<file path="src/rtl/program_counter.sv">
// Fetch-address register for the single-cycle RV32I core: selects seq/branch/JAL/JALR next PC.
// pc_reg updates one edge after its inputs; finish_flag or a misaligned target holds the PC.
module program_counter #(
    parameter int                XLEN         = 32,
    parameter logic [XLEN-1:0]   RESET_VECTOR = '0,
    parameter int                IMEM_BYTES   = 1024
) (
    input  logic            clk,
    input  logic            reset,
    input  logic            finish_flag,
    input  logic [1:0]      pc_sel,
    input  logic            branch_taken,
    input  logic [XLEN-1:0] imm,
    input  logic [XLEN-1:0] rs1_val,
    output logic [XLEN-1:0] pc_reg,
    output logic [XLEN-1:0] pc_plus4,
    output logic [XLEN-1:0] pc_next,
    output logic            misaligned,
    output logic            out_of_range,
    output logic            halted
);

    localparam logic [XLEN-1:0] IMEM_LIMIT = XLEN'(IMEM_BYTES);
    localparam logic [XLEN-1:0] FOUR       = XLEN'(4);

    logic [XLEN-1:0] pc_q, pc_d;
    logic            halted_q, halted_d;
    logic [XLEN-1:0] pc_rel;
    logic [XLEN-1:0] jalr_sum;
    logic [XLEN-1:0] target;

    assign pc_plus4 = pc_q + FOUR;
    assign pc_rel   = pc_q + imm;
    assign jalr_sum = rs1_val + imm;

    always_comb begin
        target = pc_plus4;
        case (pc_sel)
            2'b00:   target = pc_plus4;
            2'b01:   target = branch_taken ? pc_rel : pc_plus4;
            2'b10:   target = pc_rel;
            2'b11:   target = {jalr_sum[XLEN-1:1], 1'b0};
            default: target = pc_plus4;
        endcase
    end

    assign pc_next    = target;
    assign misaligned = |target[1:0];

    // finish_flag outranks the misalignment hold; both leave pc_q untouched
    always_comb begin
        pc_d     = pc_q;
        halted_d = 1'b0;
        if (finish_flag) begin
            halted_d = 1'b1;
        end else if (!misaligned) begin
            pc_d = target;
        end
    end

    always_ff @(posedge clk) begin
        if (reset) begin
            pc_q     <= RESET_VECTOR;
            halted_q <= 1'b0;
        end else begin
            pc_q     <= pc_d;
            halted_q <= halted_d;
        end
    end

    assign pc_reg       = pc_q;
    assign halted       = halted_q;
    assign out_of_range = (pc_q >= IMEM_LIMIT);

endmodule

</file>
<file path="config.mk">
export PLATFORM = sky130hd
export DESIGN_NAME = program_counter
export DESIGN_NICKNAME = d
export VERILOG_FILES = /design/src/rtl/program_counter.sv
export SDC_FILE = /design/constraint.sdc
export NUM_CORES = 1
export LEC_CHECK = 0
export BUFFER_PORTS_ARGS = -buffer_cell sky130_fd_sc_hd__buf_2
export CAP_MARGIN = 10
export CORE_ASPECT_RATIO = 0.6
export CORE_MARGIN = 3
export CORE_UTILIZATION = 54
export CTS_BUF_LIST = sky130_fd_sc_hd__clkbuf_16
export DETAILED_ROUTE_END_ITERATION = 10
export PLACE_DENSITY = 0.81
export RECOVER_POWER = 25
export SETUP_SLACK_MARGIN = 0.15
export SLEW_MARGIN = 20
export SYNTH_ARGS = -nofsm -noshare
export SYNTH_HDL_FRONTEND = slang
export SYNTH_SLANG_ARGS = --single-unit
</file>
<file path="constraint.sdc">
create_clock -name clk -period 3.1 [get_ports clk]
set_input_delay 0.31 -clock clk [delete_from_list [all_inputs] [get_ports clk]]
set_output_delay 0.31 -clock clk [all_outputs]
set_load 0.01 [all_outputs]
</file>
## Yosys cells after proc, flatten, opt, wreduce, memory -nomap -nowiden

Index checks and enable logic that the tools add are counted.

- Input bits: 70
- Bits in registers: 33
- Logic and storage cells: 17
- Output and inout bits: 99

- $add $sub $neg: 3
- Equality and inequality tests: 3
- Reduce and logical (&&, ||, !) cells: 3
- Order comparisons: 1
- Muxes and demuxes: 3
- Bitwise operators: 2

Operators by type and width:

| operator | number |
|---|---|
| $pmux W32 S4 | 1 |
| $add A32 B32 Y32 | 2 |
| $add A32 B3 Y32 const B | 1 |
| $ge A32 B11 Y1 const B | 1 |
| $mux W32 | 1 |
| $eq A2 B2 Y1 const B | 2 |
| $eq A2 B1 Y1 const B | 1 |
| $logic_not A2 Y1 | 1 |
| $not A1 Y1 | 2 |
| $reduce_and A2 Y1 | 1 |
| $reduce_or A2 Y1 | 1 |
| $mux W1 | 1 |

## Depth between registers and ports, before layout

- Depth after elaboration: 6
- Mapped depth: 10
- Depth with buffers taken out: 10

## Least setup slack after synthesis

No wires, ideal clock.

- Kind: reg2out
- Start: register pc_q[0], in the netlist pc_reg[0]
- End: output pc_next[28]
- Required time: 2.790 ns
- Setup slack: 0.289 ns
- Cell stages (with the launch flop): 11
- Arrival: 2.501 ns
- Path buffers: 0
- Cell sequence: dfxtp_1 -> ha_1 -> fa_1 -> a211oi_1 -> o211ai_1 -> a21o_1 -> o211ai_1 -> nand2_1 -> a2111oi_0 -> a31oi_1 -> nand2_1

- Longest elaborated chain between the ends: 3
- Elaborated cells between the ends (all ways): 4
- Those cells by class: add/sub: 2; mux: 2

RTL lines:

| element | RTL line | text |
|---|---|---|
| from (decl) | 26 | `logic [XLEN-1:0] pc_q, pc_d;` |
| from (signal assigned) | 66 | `pc_q <= pc_d;` |
| $add A32 B3 Y32 or $add A32 B32 Y32 (tied branches) | 32, 33 |  |
| $mux W32 | 40 | `2'b01: target = branch_taken ? pc_rel : pc_plus4;` |
| $pmux W32 S4 (*) | 38 | `case (pc_sel)` |
| to (decl) | 17 | `output logic [XLEN-1:0] pc_next,` |

Mark *: on every way between the ends. The rest lies on a longest branch, timed or not.

## Worst setup path after layout

- Start: register pc_q[0], in the netlist pc_reg[0]
- End: output pc_next[30]

Same word-level chain as after synthesis.

==> summary.md <==
| Metric | Value |
|---|---|
| Run status | finished, violations left |
| Failing checks | capacitance limit, slew limit, setup timing |
| Most common cell in the netlist | nor2_1 |
| Met3 Use GR | 18.16% |
| Die X | 139.3 µm |
| Synthesized area | ~5800 µm² |
| Clk_skew | ~0.0058 ns |
| Max Freq | between 200 and 300 MHz |
| Clock sink count | 33 |
| Drt pass-1 iters | 8 |
| Synth area leader | ha_1 |
| Post-route setup TNS | -0.9922 ns |
| GRT Total Usage | ~41% |
| P&R area growth vs syn | 48.57% |
| Worst hold path type | in2reg |
| Setup Crit Path Kind | reg2out |
| CP max stage delay | approximately 0.37 ns |
| Worst R2R Setup Slack | ~0.08 ns |
| Die ar. | 11980 µm² |
| GR Util met1 | between 50 and 60% |
| CP required | ~2.8 ns |
| Fillers | ~590 |
| Worst-Margin Slew | around 1.9 ns |
| Pre-CTS setup slack | -0.2033 ns |
| Max FFs per register | 32 |
| Clk root buf | clkbuf_16 |
| Vias in the first global route | roughly 7200 |
| # hold bufs at CTS | 0 |
| Final WL | approximately 30000 µm |
| Num CTS Buffers | 5 |
| Fin crit share | 108.0% |
| Critical Path End Type | output port |
| GR Util met2 | between 50% and 60% |
| Area contributors post-synth | ha_1 (14%), dfxtp_1 (11%), xnor2_1 (7.5%) |
| Overall die height | approximately 86 µm |
| Vias | slightly below 9000 |
| Yosys top cell area share | between 10 and 15% |
| Post-layout min period | roughly 3.3 ns |
| Final Net Count | around 1200 |
| CTS tree | yes |
| Dpl hpwl | a little over 20000 µm |
| Total power density per cell area | roughly 380 nW/µm² |
| Layout cells sized above 1 | 39.29% |
| Final Setup Violations | 13 |
| Synth Instances | between 800 and 900 |
| Top FF cell, synth | dfxtp_1 |
| DR WL/cell | around 24 µm |
| Worst Path Arrival | 3.04 ns |
| Leak Pwr | 0.003953 µW |
| Slowest library cell on the worst path | fa_2 |
| Mean Syn Cell Area | a little over 7 µm² |
| Relative slew slack | -27.34% |
| Antenna violations before repair | 1 |
| Via/cell ratio | between 6 and 7 |
| Clock Path Buffers | 2 |
| Top Usage Layer GRT | met1 |
| Core area | roughly 10000 µm² |
| Congestion Overflow GR | 0 |
| Final Hold Violating Endpoints | 0 |
| Final Max Tran Viols | 34 |
| Worst vdd ir | about 0.34 mV |
| Critical path, cell by cell | ha_4 > fa_2 > a211oi_4 > o211ai_1 > a21oi_2 > a211oi_4 > o2111ai_2 > and4_1 > nor2_1 > o211ai_1 > buf_2 |
| Number of port buffers | between 150 and 200 |
| Yosys Warn Count | 0 |
| Sequential-to-total area share from yosys stat | 11.47% |
| Row count | 28 |
| Reg clk slew, reported paths | 0.06 ns |
| DP Cell Count | ~1200 |
| Largest net degree at the start of global routing | 34 |
| Ys async rst share | 0% |
| CTS H-Tree Depth | 2 |
| EDFF count, synth | 0 |
| Final worst slack | -0.2479 ns |
| Startpoint types | flip-flop |
| Syn nets | ~950 |
| Worst skew pair latency | between 0.2 and 0.3 ns |
| GPL Wtd Cong | between 1 and 1.5 |
| IO Count | 169 |
| Synth cell count leaders | nor2_1 (98), nand2_1 (85), ha_1 (63), a21oi_1 (61), xnor2_1 (49) |
| Synth cell types | 66 |
| Worst-path fanout max | 3 |
| Initial Utilization | approximately 57% |
| Post-Layout Cell Count | around 1200 |
| RSZ-0062 raised after global routing | yes |
| Max cap viols | 1 |
| Post-route ant nets | 0 |
| Residual DRC count | 0 |
| Initial DRC Count | 1265 |
| Global-route wire length before repair | 39600 µm |
| Yosys reg bits | 33 |
per-stage QoR:
stage                     hold slack, ns  cell area (µm²)  util [%]  power (µW)
final                             0.3238             8558     84.53        3262
after global placement            0.5115             7515     74.22        2304
after detailed placement          0.5186             7515     74.22        2319
after CTS                         0.3028             8044     79.45        2929
after floorplan                   0.4382             5761         -        1558
after global routing              0.3220             8556     84.50        3368
cell families after synthesis:
kind of cell,Yosys count,synth area share (%)
AOI/OAI and AO/OA,264,31.41
and+or+nand+nor,321,26.56
xor gates and xnor gates,76,11.56
DFF,33,11.47
muxes,5,0.8905
buffers and inverters,54,3.736
adders and majority gates,65,14.38
cell type report:
type / instances / area, µm² / area share, %
Tap cell: 135 / 168.9 / 1.974
Sequential cell: 33 / 675.6 / 7.895
Antenna cell: 1 / 2.502 / 0.02924
Clock buffer: 5 / 125.1 / 1.462
Inverter: 18 / 67.56 / 0.7895
Multi-Input combinational cell: 731 / 5565 / 65.03
Clock inverter: 3 / 17.52 / 0.2047
Timing Repair Buffer: 312 / 1936 / 22.62
cell usage in the layout (no fill, tap or decap), types with 12 or more instances in the layout:
| cell | count |
|---|---|
| xnor2_1 | 44 |
| nor3_1 | 21 |
| a211oi_1 | 12 |
| a21oi_1 | 50 |
| inv_1 | 18 |
| buf_2 | 164 |
| nand4_1 | 22 |
| ha_1 | 45 |
| a21o_1 | 24 |
| nor2_1 | 96 |
| nand3_1 | 27 |
| o21ai_0 | 30 |
| xor2_1 | 26 |
| ha_4 | 14 |
| buf_4 | 141 |
| nand2_1 | 84 |
| a31oi_1 | 13 |
| a22oi_1 | 12 |
| o21a_1 | 18 |
| dfxtp_1 | 23 |
| o21ai_1 | 13 |
timing repair:
item	CTS	global route
gates resized for setup	60	84
pin swaps	22	39
endpoints found under the setup margin	23	28
buffers inserted	11	15
per-layer routing:
layer	routed length, µm	up-vias	share of wire [%]
li1	-	3633	-
met1	11000	3928	37
met2	11600	861	39
met3	5490	229	18
met4	1598	2	5.4
met5	13	-	0.044
final timing paths:
kind,startpoint,endpoint,cells past startpoint
worst max-delay path,pc_reg[0],pc_next[30],11
worst min-delay path,finish_flag,halted,2
worst max register to register,pc_reg[7],pc_reg[27],12
worst min register to register,pc_reg[1],pc_reg[1],1
worst max-delay path: cells and delay by family, from the launching register on:
kind                     cells  cell delay [ns]
AND/OR/NAND/NOR              2             0.40
AO/OA/AOI/OAI                6             1.30
flip-flops                   1             0.34
adder cells (fa/ha/maj)      2             0.54
buffers and inverters        1             0.18
power breakdown:
part           switching, µW  total [µW]  internal (µW)
Clock                    219         514            295
Combinational           1290        2230            936
Sequential              52.3         519            466
No activity file was read; power rests on OpenSTA's default activity.
